--- src/rtl/adder_pipe.sv ---
// rtl/adder_pipe.sv - pipelined chunked adder/subtractor; NZCV flags port enabled by ADDER_FLAGS_EN
module adder_pipe #(
  parameter int WIDTH  = 64,
  parameter int STAGES = 4
) (
  input  logic             clk,
  input  logic             reset,
  input  logic             in_valid,
  output logic             in_ready,
  input  logic [WIDTH-1:0] a,
  input  logic [WIDTH-1:0] b,
  input  logic             sub,
  output logic             out_valid,
  input  logic             out_ready,
  output logic [WIDTH-1:0] out
`ifdef ADDER_FLAGS_EN
  ,
  output logic [3:0]       flags
`endif
);

  localparam int CHUNK = WIDTH / STAGES;
  // Operand/carry registers exist only between stages; keep one dummy slot when STAGES=1
  localparam int NOPS  = (STAGES > 1) ? STAGES - 1 : 1;

  logic              adv;
  logic [STAGES-1:0] vld_q, vld_d;
  logic [WIDTH-1:0]  res_q [STAGES];
  logic [WIDTH-1:0]  res_d [STAGES];
  logic [WIDTH-1:0]  opa_q [NOPS];
  logic [WIDTH-1:0]  opa_d [NOPS];
  logic [WIDTH-1:0]  opb_q [NOPS];
  logic [WIDTH-1:0]  opb_d [NOPS];
  logic [NOPS-1:0]   cy_q, cy_d;

  logic [WIDTH-1:0]  st_a [STAGES];
  logic [WIDTH-1:0]  st_b [STAGES];
  logic [STAGES-1:0] st_cin;
  logic [CHUNK-1:0]  ch_sum [STAGES];
  logic [STAGES-1:0] ch_cout;

`ifdef ADDER_FLAGS_EN
  logic [3:0] flags_q, flags_d;
`endif

  // Whole pipe moves together whenever the output slot is empty or being drained
  assign adv       = !vld_q[STAGES-1] | out_ready;
  assign in_ready  = adv;
  assign out_valid = vld_q[STAGES-1];
  assign out       = res_q[STAGES-1];
`ifdef ADDER_FLAGS_EN
  assign flags     = flags_q;
`endif

  // Operands seen by each stage: stage 0 from the ports, later stages from the carried copies
  always_comb begin
    for (int k = 0; k < STAGES; k++) begin
      st_a[k] = '0;
      st_b[k] = '0;
    end
    st_cin    = '0;
    st_a[0]   = a;
    st_b[0]   = sub ? ~b : b;
    st_cin[0] = sub;
    for (int k = 1; k < STAGES; k++) begin
      st_a[k]   = opa_q[k-1];
      st_b[k]   = opb_q[k-1];
      st_cin[k] = cy_q[k-1];
    end
  end

  // One CHUNK-wide adder per stage; its carry feeds the next stage one cycle later
  always_comb begin
    for (int k = 0; k < STAGES; k++) begin
      {ch_cout[k], ch_sum[k]} = {1'b0, st_a[k][k*CHUNK +: CHUNK]}
                              + {1'b0, st_b[k][k*CHUNK +: CHUNK]}
                              + {{CHUNK{1'b0}}, st_cin[k]};
    end
  end

  // Next-state: hold everything on a stall, otherwise shift every stage by one
  always_comb begin
    vld_d = vld_q;
    cy_d  = cy_q;
    for (int k = 0; k < STAGES; k++) res_d[k] = res_q[k];
    for (int k = 0; k < NOPS; k++) begin
      opa_d[k] = opa_q[k];
      opb_d[k] = opb_q[k];
    end
`ifdef ADDER_FLAGS_EN
    flags_d = flags_q;
`endif
    if (adv) begin
      vld_d[0]             = in_valid;
      res_d[0]             = '0;
      res_d[0][CHUNK-1:0]  = ch_sum[0];
      for (int k = 1; k < STAGES; k++) begin
        vld_d[k]                  = vld_q[k-1];
        res_d[k]                  = res_q[k-1];
        res_d[k][k*CHUNK +: CHUNK] = ch_sum[k];
      end
      for (int k = 0; k < STAGES - 1; k++) begin
        opa_d[k] = st_a[k];
        opb_d[k] = st_b[k];
        cy_d[k]  = ch_cout[k];
      end
`ifdef ADDER_FLAGS_EN
      // N, Z, C, V registered with the final chunk so they stay aligned with out
      flags_d[3] = res_d[STAGES-1][WIDTH-1];
      flags_d[2] = (res_d[STAGES-1] == '0);
      flags_d[1] = ch_cout[STAGES-1];
      flags_d[0] = (st_a[STAGES-1][WIDTH-1] == st_b[STAGES-1][WIDTH-1]) &
                   (res_d[STAGES-1][WIDTH-1] != st_a[STAGES-1][WIDTH-1]);
`endif
    end
  end

  // Control and result registers; reset drops every in-flight op
  always_ff @(posedge clk) begin
    if (reset) begin
      vld_q <= '0;
      for (int k = 0; k < STAGES; k++) res_q[k] <= '0;
`ifdef ADDER_FLAGS_EN
      flags_q <= '0;
`endif
    end else begin
      vld_q <= vld_d;
      for (int k = 0; k < STAGES; k++) res_q[k] <= res_d[k];
`ifdef ADDER_FLAGS_EN
      flags_q <= flags_d;
`endif
    end
  end

  // Carried operand chunks and inter-stage carries; qualified by the valid bits
  always_ff @(posedge clk) begin
    cy_q <= cy_d;
    for (int k = 0; k < NOPS; k++) begin
      opa_q[k] <= opa_d[k];
      opb_q[k] <= opb_d[k];
    end
  end

endmodule

--- config.mk ---
export PLATFORM = sky130hd
export DESIGN_NAME = adder_pipe
export DESIGN_NICKNAME = d
export VERILOG_FILES = /design/src/rtl/adder_pipe.sv
export SDC_FILE = /design/constraint.sdc
export NUM_CORES = 1
export LEC_CHECK = 0
export CORE_MARGIN = 3
export CORE_UTILIZATION = 50
export CTS_CLUSTER_DIAMETER = 150
export DETAILED_ROUTE_END_ITERATION = 8
export GPL_TIMING_DRIVEN = 1
export PLACE_DENSITY = 0.76
export SETUP_SLACK_MARGIN = 0.02
export SYNTH_ARGS = -nofsm -noshare
export SYNTH_HDL_FRONTEND = slang
export SYNTH_SLANG_ARGS = --single-unit
export TNS_END_PERCENT = 20
--- constraint.sdc ---
create_clock -name clk -period 7.3 [get_ports clk]
set_input_delay 0.73 -clock clk [delete_from_list [all_inputs] [get_ports clk]]
set_output_delay 0.73 -clock clk [all_outputs]
set_load 0.02 [all_outputs]
## After elaboration in Yosys (flattened, before gate mapping)

Memories as Yosys holds them, arrays and structs flattened.
Index checks and enable logic that the tools add are counted.

| cells by class | value |
|---|---|
| reductions and logical operators | 1 |
| bitwise gates (word level) | 6 |
| add/sub/neg operators | 8 |
| multiplexer cells | 11 |

Operators with widths:

| operator | number |
|---|---|
| 192-bit two-way mux | 2 |
| 64-bit two-way mux | 5 |
| 256-bit two-way mux | 1 |
| 64-bit NOT | 1 |
| 16-bit by 16-bit adder with 17-bit output | 3 |
| 17-bit by 1-bit adder with 17-bit output | 3 |
| 16-bit by 1-bit adder with 16-bit output | 1 |
| 16-bit adder | 1 |
| 1-bit OR | 5 |
| 1-bit two-way mux | 3 |
| 1-bit zero test | 1 |

| storage, ports and cells | value |
|---|---|
| input port bits | 133 |
| memory bits (writable) | 640 |
| register bits | 7 |
| memories kept | 3 |
| logic and storage cells | 31 |

Memories:

| name | depth | width | rd ports | clocked after Yosys merged registers in | wr ports | line | text |
|---|---|---|---|---|---|---|---|
| res_q | 4 | 64 | 4 | 0 | 4 | 28 | `logic [WIDTH-1:0] res_q [STAGES];` |
| opa_q | 3 | 64 | 3 | 0 | 3 | 30 | `logic [WIDTH-1:0] opa_q [NOPS];` |
| opb_q | 3 | 64 | 3 | 0 | 3 | 32 | `logic [WIDTH-1:0] opb_q [NOPS];` |

## Logic depth before layout (Yosys ltp)

Gate-level depths: netlist of run 1.

| logic depth | value |
|---|---|
| depth in word-level cells | 6 |
| mapped depth | 12 |

## Worst setup path before layout of run 1

No wires, ideal clock.

| timing path | value |
|---|---|
| path kind | input port to output port |
| from | in out_ready |
| to | out in_ready |
| slack | -0.188 ns |
| required time | 6.570 ns |
| cell stages on the path | 4 |
| data arrival time | 6.758 ns |
| path through | nor2b_1 -> inv_1 -> clkbuf_1 -> clkbuf_1 |

| between the ends | value |
|---|---|
| cells in the longest elaborated chain, start to end | 1 |

Ends and longest elaborated chain:

| item | line | text |
|---|---|---|
| start: declaration | 14 | `input logic out_ready,` |
| 1-bit OR | 47 | `assign adv = !vld_q[STAGES-1] \| out_ready;` |
| end: declaration | 9 | `output logic in_ready,` |

No other way between the ends.

## Worst setup path in the final report of run 1

Ends and elaborated chain as after synthesis.

==> flow_results.xml, run 1 <==
<?xml version="1.0" encoding="UTF-8"?>
<metrics>
  <group name="placement">
    <metric name="routabilityCongestion" unit="">0.831</metric>
    <metric name="numPortBuffers" unit="">198</metric>
    <metric name="dp.final_hpwl" unit="um">18700</metric>
  </group>
  <group name="worst_setup_path">
    <metric name="criticalPathCategory" unit="">input pin to output pin</metric>
    <metric name="endpoint_class_of_the_critical_path" unit="">output pin</metric>
    <metric name="worst_r2r_startpoint" unit="">cy_q[1]$_DFFE_PP_</metric>
    <metric name="critical_path.slowest_cell" unit="">clkdlybuf4s50_1</metric>
    <metric name="critical_path.reg2reg.endpoint" unit="">res_q[0][170]$_SDFFE_PP0P_</metric>
    <metric name="worstPathCellList" unit="">clkdlybuf4s50_1 &gt; nor2b_4 &gt; buf_4 &gt; inv_8 &gt; clkdlybuf4s50_1</metric>
    <metric name="critical_path.max_fanout" unit="">143</metric>
    <metric name="critPathBufInv" unit="">4</metric>
    <metric name="worstRegToRegCells" unit="">10</metric>
    <metric name="setup.worst_path.start_class" unit="">input pin</metric>
    <metric name="crit_cells" unit="">5</metric>
    <metric name="worst_ep_arrival_time" unit="ps">3120</metric>
    <metric name="path_delay_family" unit="">buffers and inverters</metric>
    <metric name="critPathMaxStageDelay" unit="ps">690</metric>
    <metric name="worstPathRequired" unit="ps">6570</metric>
    <metric name="critPathMostFrequentCell" unit="">clkdlybuf4s50_1</metric>
    <metric name="setup.reg_to_reg.worst_slack" unit="ps">4150</metric>
  </group>
  <group name="clocking">
    <metric name="cts_hold_fix_bufs" unit="">0</metric>
    <metric name="cts_tree" unit="">yes</metric>
    <metric name="cts.sinks" unit="">359</metric>
    <metric name="ctsRootBufferMaster" unit="">clkbuf_16</metric>
    <metric name="cts_made_buffers" unit="">38</metric>
    <metric name="post_cts.repair.setup_buffers" unit="">0</metric>
    <metric name="number_of_resized_instances_in_the_post_cts_repair_step" unit="">0</metric>
    <metric name="cts_max_level" unit="">2</metric>
    <metric name="cts.path.max_buffers" unit="">3</metric>
    <metric name="clkTransAtPathRegs" unit="ps">60</metric>
    <metric name="clk_latency" unit="ps">520</metric>
  </group>
  <group name="grt">
    <metric name="grt.total_usage" unit="%">16.9</metric>
    <metric name="grt_pass1_wl" unit="um">46000</metric>
    <metric name="grt_max_degree" unit="">219</metric>
    <metric name="antenna_found_initial" unit="">1</metric>
    <metric name="grt_pass1_vias" unit="">9394</metric>
    <metric name="global_route.overflow_total" unit="">0</metric>
  </group>
  <group name="pwr">
    <metric name="net-switching-power" unit="W">0.00130</metric>
    <metric name="intPower" unit="W">0.00397</metric>
    <metric name="p_comb_share" unit="%">16.0</metric>
    <metric name="share_seq_of_total_power" unit="%">46.7</metric>
    <metric name="vdd_ir_drop_max" unit="mV">0.246</metric>
    <metric name="clkPwrFrac" unit="%">37.3</metric>
    <metric name="p_leak" unit="nW">6.97</metric>
    <metric name="powerDensity" unit="nW/um^2">288</metric>
    <metric name="p_sw_share" unit="%">24.7</metric>
    <metric name="power.total" unit="W">0.00527</metric>
  </group>
  <group name="die">
    <metric name="floorplan.initialDensity" unit="%">50.9</metric>
    <metric name="die-area" unit="um^2">32500</metric>
    <metric name="fp.dieW" unit="um">180</metric>
    <metric name="die_height" unit="um">180</metric>
    <metric name="floorplan.io_pins" unit="">199</metric>
    <metric name="core-area" unit="um^2">29800</metric>
    <metric name="placement_rows" unit="">63</metric>
  </group>
  <group name="drt">
    <metric name="route.antenna.remaining_nets" unit="">0</metric>
    <metric name="post_drt_via_cell_ratio" unit="">5.10</metric>
    <metric name="route.final.wire_length" unit="um">28400</metric>
    <metric name="dr.pass1.iters" unit="">4</metric>
    <metric name="drt_drc_violations_left" unit="">0</metric>
    <metric name="drt-wirelength-per-cell" unit="um">14.9</metric>
    <metric name="detailedRoute.firstIterationViolations" unit="">510</metric>
    <metric name="vias" unit="">9756</metric>
  </group>
  <group name="synth">
    <metric name="mappedNetlistNets" unit="">1573</metric>
    <metric name="synthXorXnorAreaFrac" unit="%">6.41</metric>
    <metric name="synth-seq-cells" unit="">359</metric>
    <metric name="yosys_most_used_dff" unit="">edfxtp_1</metric>
    <metric name="post_synth_mux_area_share" unit="%">0.0660</metric>
    <metric name="synth-simple-area-share" unit="%">10.5</metric>
    <metric name="synth_adder_area_share" unit="%">5.79</metric>
    <metric name="fraction_of_registers_with_async_set_reset" unit="%">0</metric>
    <metric name="syn_area_per_cell" unit="um^2">11.0</metric>
    <metric name="synth_cells" unit="">1374</metric>
    <metric name="syn-cell-area" unit="um^2">15200</metric>
    <metric name="synth_top_family_by_area" unit="">compound AO/OA/AOI/OAI gates</metric>
    <metric name="synth_edf_count" unit="">195</metric>
    <metric name="synth_seq_area_share" unit="%">60.2</metric>
    <metric name="yosysUniqueCellTypes" unit="">54</metric>
    <metric name="yosys_warnings" unit="">0</metric>
    <metric name="complex_gate_fraction_of_the_synthesized_area" unit="%">11.9</metric>
  </group>
  <group name="sta">
    <metric name="final_hold_viols" unit="">0</metric>
    <metric name="fin_hold_ws" unit="ps">415</metric>
    <metric name="timing_worst_slew_pin_value" unit="ps">1080</metric>
    <metric name="finalSetupViolations" unit="">0</metric>
    <metric name="timing.fmax" unit="MHz">259</metric>
    <metric name="unrepaired_setup_endpoints_after_global_routing" unit="">false</metric>
    <metric name="layout_worst_path_cycle_share" unit="%">52.8</metric>
    <metric name="finalMaxSlewViolations" unit="">0</metric>
    <metric name="finClkSkew" unit="ps">11.9</metric>
    <metric name="slew-limit-headroom" unit="%">27.8</metric>
    <metric name="setup_tns" unit="ps">0</metric>
    <metric name="final_period_minus_worst_setup_slack" unit="ps">3850</metric>
  </group>
  <group name="worst_hold_path">
    <metric name="min_from" unit="">opb_q[0][56]$_DFFE_PP_</metric>
    <metric name="hold_path_depth" unit="">0</metric>
    <metric name="whs_endpoint" unit="">opb_q[0][120]$_DFFE_PP_</metric>
    <metric name="worstHoldPathType" unit="">flop to flop</metric>
  </group>
  <group name="cells_and_area">
    <metric name="area_of_the_multi_input_gates" unit="um^2">5270</metric>
    <metric name="mostFrequentLayoutCells" unit="">300 x nand2_1, 196 x clkdlybuf4s50_1, 195 x edfxtp_1, 176 x a21oi_1, 164 x dfxtp_1</metric>
    <metric name="layout.cells.most_common" unit="">nand2_1</metric>
    <metric name="finalNetCount" unit="">1691</metric>
    <metric name="seq_area" unit="um^2">9140</metric>
    <metric name="n_antenna_cell" unit="">0</metric>
    <metric name="layout-drive-gt1-share" unit="%">5.78</metric>
    <metric name="areaGrowthSynthToFinish" unit="%">20.6</metric>
    <metric name="filler_cell_count" unit="">2377</metric>
  </group>
  <group name="outcome">
    <metric name="status" unit="">finished clean</metric>
  </group>
  <group name="job">
    <metric name="max_cap_viol_count" unit="">0</metric>
  </group>
</metrics>
cell type report:
class | count | share of cell area [%]
tap | 390 | 2.67
inverter | 14 | 0.328
sequential | 359 | 49.9
clock buffer | 50 | 5.73
timing repair buffer | 203 | 11.1
clock inverter | 20 | 1.46
multi-input combinational | 876 | 28.8
worst reg2reg max path, cell delays in order (launching register included):
cell and delay [ps]:
edfxtp_1 400, fa_1 500, fa_1 450, a211oi_1 430, o21ai_1 180, a31oi_1 340, nor2_1 100, a211oi_1 280
xnor2_1 150, nand2_1 60, a21oi_1 170
layer usage:
metal  track usage, %  vias up  routed length (um)
met5                0        -                   7
met4             7.12        2                1050
met3             3.65       69                1430
met2             28.6      216               13900
met1             21.3     4512               12000
li1                 -     4957                   -
worst max path at each step:
stage              start                          to  slack, ps
2_1_floorplan  out_ready                    in_ready       2800
3_3_place_gp   out_ready  res_q[0][163]$_SDFFE_PP0P_       3440
3_5_place_dp   out_ready                    in_ready       3430
4_1_cts        out_ready                    in_ready       3420
5_1_grt        out_ready                    in_ready       3260
6_report       out_ready                    in_ready       3450
sequential cells by signal, summed over array words and instances (netlist names):
signal,flops
opa_q,96
opb_q,96
res_q,160
cy_q,3
vld_q,4
power by group through the flow:
stage	combinational, W	clock (W)	sequential, W
2_1_floorplan	0.000629	0	0.00247
3_3_place_gp	0.000821	0	0.00249
3_5_place_dp	0.000841	0	0.00250
4_1_cts	0.000848	0.00202	0.00246
5_1_grt	0.000942	0.00210	0.00248
6_report	0.000843	0.00196	0.00246
stage by stage:
| stage | util (%) | cell area, um^2 | worst slack, ps | instances |
|---|---|---|---|---|
| after floorplan | - | 15200 | 2800 | 1374 |
| after global placement | 57.0 | 17000 | 3440 | 1842 |
| after detailed placement | 57.0 | 17000 | 3430 | 1842 |
| after CTS | 61.4 | 18300 | 3420 | 1912 |
| after global routing | 61.4 | 18300 | 3260 | 1912 |
| final | 61.4 | 18300 | 3450 | 1912 |
cells by family after synthesis:
group                    after synthesis
AO/OA/AOI/OAI                        303
XOR/XNOR                             111
adder cells (fa/ha/maj)               66
buffers and inverters                139
flip-flops                           359
multiplexers                           1
AND/OR/NAND/NOR                      395
synth_stat cells (4+ instances only):
library cell | number | area [um^2]
a211oi_1 | 17 | 128
a21o_1 | 13 | 97.6
a21oi_1 | 176 | 881
a22o_1 | 6 | 52.6
a31oi_1 | 6 | 37.5
buf_1 | 7 | 26.3
buf_4 | 64 | 480
clkbuf_1 | 52 | 195
dfxtp_1 | 164 | 3280
edfxtp_1 | 195 | 5860
fa_1 | 7 | 140
ha_1 | 59 | 738
inv_1 | 14 | 52.6
nand2_1 | 300 | 1130
nand2b_1 | 9 | 56.3
nand3_1 | 16 | 80.1
nor2_1 | 42 | 158
nor2b_1 | 5 | 31.3
nor3_1 | 12 | 60.1
o211ai_1 | 5 | 37.5
o21a_1 | 8 | 60.1
o21ai_0 | 33 | 165
o21ai_1 | 5 | 25.0
o21bai_1 | 8 | 60.1
or3_1 | 4 | 25.0
xnor2_1 | 33 | 289
xor2_1 | 78 | 683
Note: power is estimated with default switching activity, not from simulation.
==> run 2, diff against run 1 <==
CORE_UTILIZATION = 55   (was 50)
PLACE_DENSITY = 0.8   (was 0.76)
clock period = 3.76 ns   (was 7.3 ns; I/O delays follow)
==> run 2 against run 1 <==
  * Core utilization increased by 5.9 points
  * Register-to-register slack worse by 3400 ps
  * Total power rose by 92%
  * Critical path depth is 5 higher
  * Via count up 0.48%
  * First-iteration DRC count rose by 20%
  * Clock skew is 9.3 ps higher
  * Worst hold slack got worse by 74 ps
  * Routed wire length is 2.8% higher
  * Final cell count is 2.6% lower
  * Critical path type is now flop to flop
==> flow_results.xml, run 2 (synthesis results as in run 1) <==
<?xml version="1.0" encoding="UTF-8"?>
<metrics>
  <group name="drt">
    <metric name="drt_drc_violations_left" unit="">0</metric>
    <metric name="vias" unit="">9803</metric>
    <metric name="drt-wirelength-per-cell" unit="um">15.7</metric>
    <metric name="route.final.wire_length" unit="um">29200</metric>
    <metric name="route.antenna.remaining_nets" unit="">0</metric>
    <metric name="detailedRoute.firstIterationViolations" unit="">611</metric>
    <metric name="post_drt_via_cell_ratio" unit="">5.26</metric>
    <metric name="dr.pass1.iters" unit="">5</metric>
  </group>
  <group name="grt">
    <metric name="met3_usage" unit="%">4.41</metric>
    <metric name="global_route.overflow_total" unit="">0</metric>
    <metric name="grt.total_usage" unit="%">19.2</metric>
    <metric name="antenna_found_initial" unit="">2</metric>
    <metric name="grt-busiest-layer" unit="">met2</metric>
    <metric name="grt_util_met1" unit="%">24.1</metric>
    <metric name="globalRouteMet2Util" unit="%">32.9</metric>
    <metric name="grt_pass1_wl" unit="um">46000</metric>
    <metric name="grt_max_degree" unit="">160</metric>
    <metric name="grt_pass1_vias" unit="">9417</metric>
  </group>
  <group name="sta">
    <metric name="setup_tns" unit="ps">0</metric>
    <metric name="final_hold_viols" unit="">0</metric>
    <metric name="fin_ws" unit="ps">798</metric>
    <metric name="unrepaired_setup_endpoints_after_global_routing" unit="">false</metric>
    <metric name="finalMaxSlewViolations" unit="">0</metric>
    <metric name="layout_worst_path_cycle_share" unit="%">78.8</metric>
    <metric name="timing.fmax" unit="MHz">338</metric>
    <metric name="timing_worst_slew_pin_value" unit="ps">813</metric>
    <metric name="finalSetupViolations" unit="">0</metric>
    <metric name="slew-limit-headroom" unit="%">45.8</metric>
    <metric name="finClkSkew" unit="ps">21.2</metric>
    <metric name="final_period_minus_worst_setup_slack" unit="ps">2960</metric>
  </group>
  <group name="clocking">
    <metric name="number_of_resized_instances_in_the_post_cts_repair_step" unit="">0</metric>
    <metric name="post_cts.repair.setup_buffers" unit="">0</metric>
    <metric name="cts_max_level" unit="">2</metric>
    <metric name="cts.path.max_buffers" unit="">3</metric>
    <metric name="cts_hold_fix_bufs" unit="">0</metric>
    <metric name="cts_made_buffers" unit="">36</metric>
    <metric name="clk_latency" unit="ps">520</metric>
    <metric name="ctsRootBufferMaster" unit="">clkbuf_16</metric>
    <metric name="cts.sinks" unit="">359</metric>
    <metric name="clkTransAtPathRegs" unit="ps">60</metric>
    <metric name="cts_tree" unit="">yes</metric>
  </group>
  <group name="placement">
    <metric name="routabilityCongestion" unit="">0.836</metric>
    <metric name="place_worst_setup_slack" unit="ps">465</metric>
    <metric name="dp.final_hpwl" unit="um">19300</metric>
    <metric name="detailed_place.area" unit="um^2">17000</metric>
    <metric name="place_inst" unit="">1796</metric>
    <metric name="numPortBuffers" unit="">198</metric>
  </group>
  <group name="die">
    <metric name="die_height" unit="um">172</metric>
    <metric name="fp.dieW" unit="um">172</metric>
    <metric name="core-area" unit="um^2">27000</metric>
    <metric name="floorplan.initialDensity" unit="%">56.1</metric>
    <metric name="die-area" unit="um^2">29600</metric>
    <metric name="floorplan.io_pins" unit="">199</metric>
    <metric name="placement_rows" unit="">60</metric>
  </group>
  <group name="cells_and_area">
    <metric name="layout.cells.most_common" unit="">nand2_1</metric>
    <metric name="finalNetCount" unit="">1692</metric>
    <metric name="filler_cell_count" unit="">2026</metric>
    <metric name="final_cell_area" unit="um^2">18200</metric>
    <metric name="largest-register" unit="">res_q</metric>
    <metric name="areaGrowthSynthToFinish" unit="%">20.0</metric>
    <metric name="largest_reg_flops" unit="">160</metric>
    <metric name="layout-drive-gt1-share" unit="%">5.53</metric>
    <metric name="largest_registers" unit="">res_q: 160 flops, opa_q: 96 flops, opb_q: 96 flops</metric>
    <metric name="mostFrequentLayoutCells" unit="">300 x nand2_1, 196 x clkdlybuf4s50_1, 195 x edfxtp_1, 176 x a21oi_1, 164 x dfxtp_1</metric>
    <metric name="final_cells" unit="">1863</metric>
  </group>
  <group name="worst_setup_path">
    <metric name="endpoint_class_of_the_critical_path" unit="">flop</metric>
    <metric name="setup.worst_path.start_class" unit="">flop</metric>
    <metric name="worst_r2r_startpoint" unit="">cy_q[0]$_DFFE_PP_</metric>
    <metric name="critical_path.max_fanout" unit="">3</metric>
    <metric name="worst_ep_arrival_time" unit="ps">3400</metric>
    <metric name="worstPathRequired" unit="ps">4200</metric>
    <metric name="critPathLaunch" unit="">cy_q[0]$_DFFE_PP_</metric>
    <metric name="criticalPathCategory" unit="">flop to flop</metric>
    <metric name="setup.reg_to_reg.worst_slack" unit="ps">800</metric>
  </group>
  <group name="worst_hold_path">
    <metric name="min_from" unit="">reset</metric>
    <metric name="worstHoldPathType" unit="">input pin to flop</metric>
  </group>
  <group name="outcome">
    <metric name="status" unit="">finished clean</metric>
  </group>
  <group name="pwr">
    <metric name="p_leak" unit="nW">6.96</metric>
    <metric name="vdd_ir_drop_max" unit="mV">0.432</metric>
    <metric name="powerDensity" unit="nW/um^2">555</metric>
  </group>
  <group name="job">
    <metric name="max_cap_viol_count" unit="">0</metric>
  </group>
</metrics>
-- run 2: path summary, 6_finish.rpt --
path | to | cells after the start
min | res_q[0][242]$_SDFFE_PP0P_ | 2
max reg2reg | res_q[0][94]$_SDFFE_PP0P_ | 10
min reg2reg | opa_q[0][103]$_DFFE_PP_ | 0
max | res_q[0][94]$_SDFFE_PP0P_ | 10
-- run 2: critical path, stage by stage (launching register included) --
cell      delay, ps
edfxtp_1        430
fa_1            510
fa_1            450
a211oi_1        380
o21ai_0         200
nand2_1         100
o31ai_1         120
o41ai_2         330
xnor2_1         160
nand2_1          70
a21oi_1         160
-- run 2: final cells by class --
class                           count  area (um^2)  area share (%)
Clock buffer                       53         1060            5.83
Sequential cell                   359         9140            50.2
Multi-Input combinational cell    876         5270            29.0
Clock inverter                     12          181           0.996
Tap cell                          341          427            2.34
Inverter                           14         60.1           0.330
Antenna cell                        2         5.00          0.0275
Timing Repair Buffer              206         2060            11.3
-- run 2: stage by stage --
step | util, % | total power (W) | hold slack [ps]
after CTS | 67.3 | 0.0102 | 330
after detailed placement | 62.7 | 0.00650 | 405
after floorplan | - | 0.00601 | 400
after global routing | 67.4 | 0.0106 | 358
final | 67.4 | 0.0101 | 341
after global placement | 62.7 | 0.00645 | 402
-- run 2: metal layers --
layer | part of all wire, % | wire length, um | up-vias
met3 | 5.4 | 1590 | 49
li1 | - | - | 4953
met4 | 2.6 | 765 | 2
met5 | 0.044 | 13 | -
met1 | 42 | 12300 | 4571
met2 | 50 | 14500 | 228
-- run 2: where the power goes --
| group | leakage [nW] | total, W | internal, W | switching, W |
|---|---|---|---|---|
| Sequential | 3.41 | 0.00478 | 0.00459 | 0.000194 |
| Clock | 0.610 | 0.00367 | 0.00225 | 0.00142 |
| Combinational | 2.94 | 0.00165 | 0.000791 | 0.000861 |
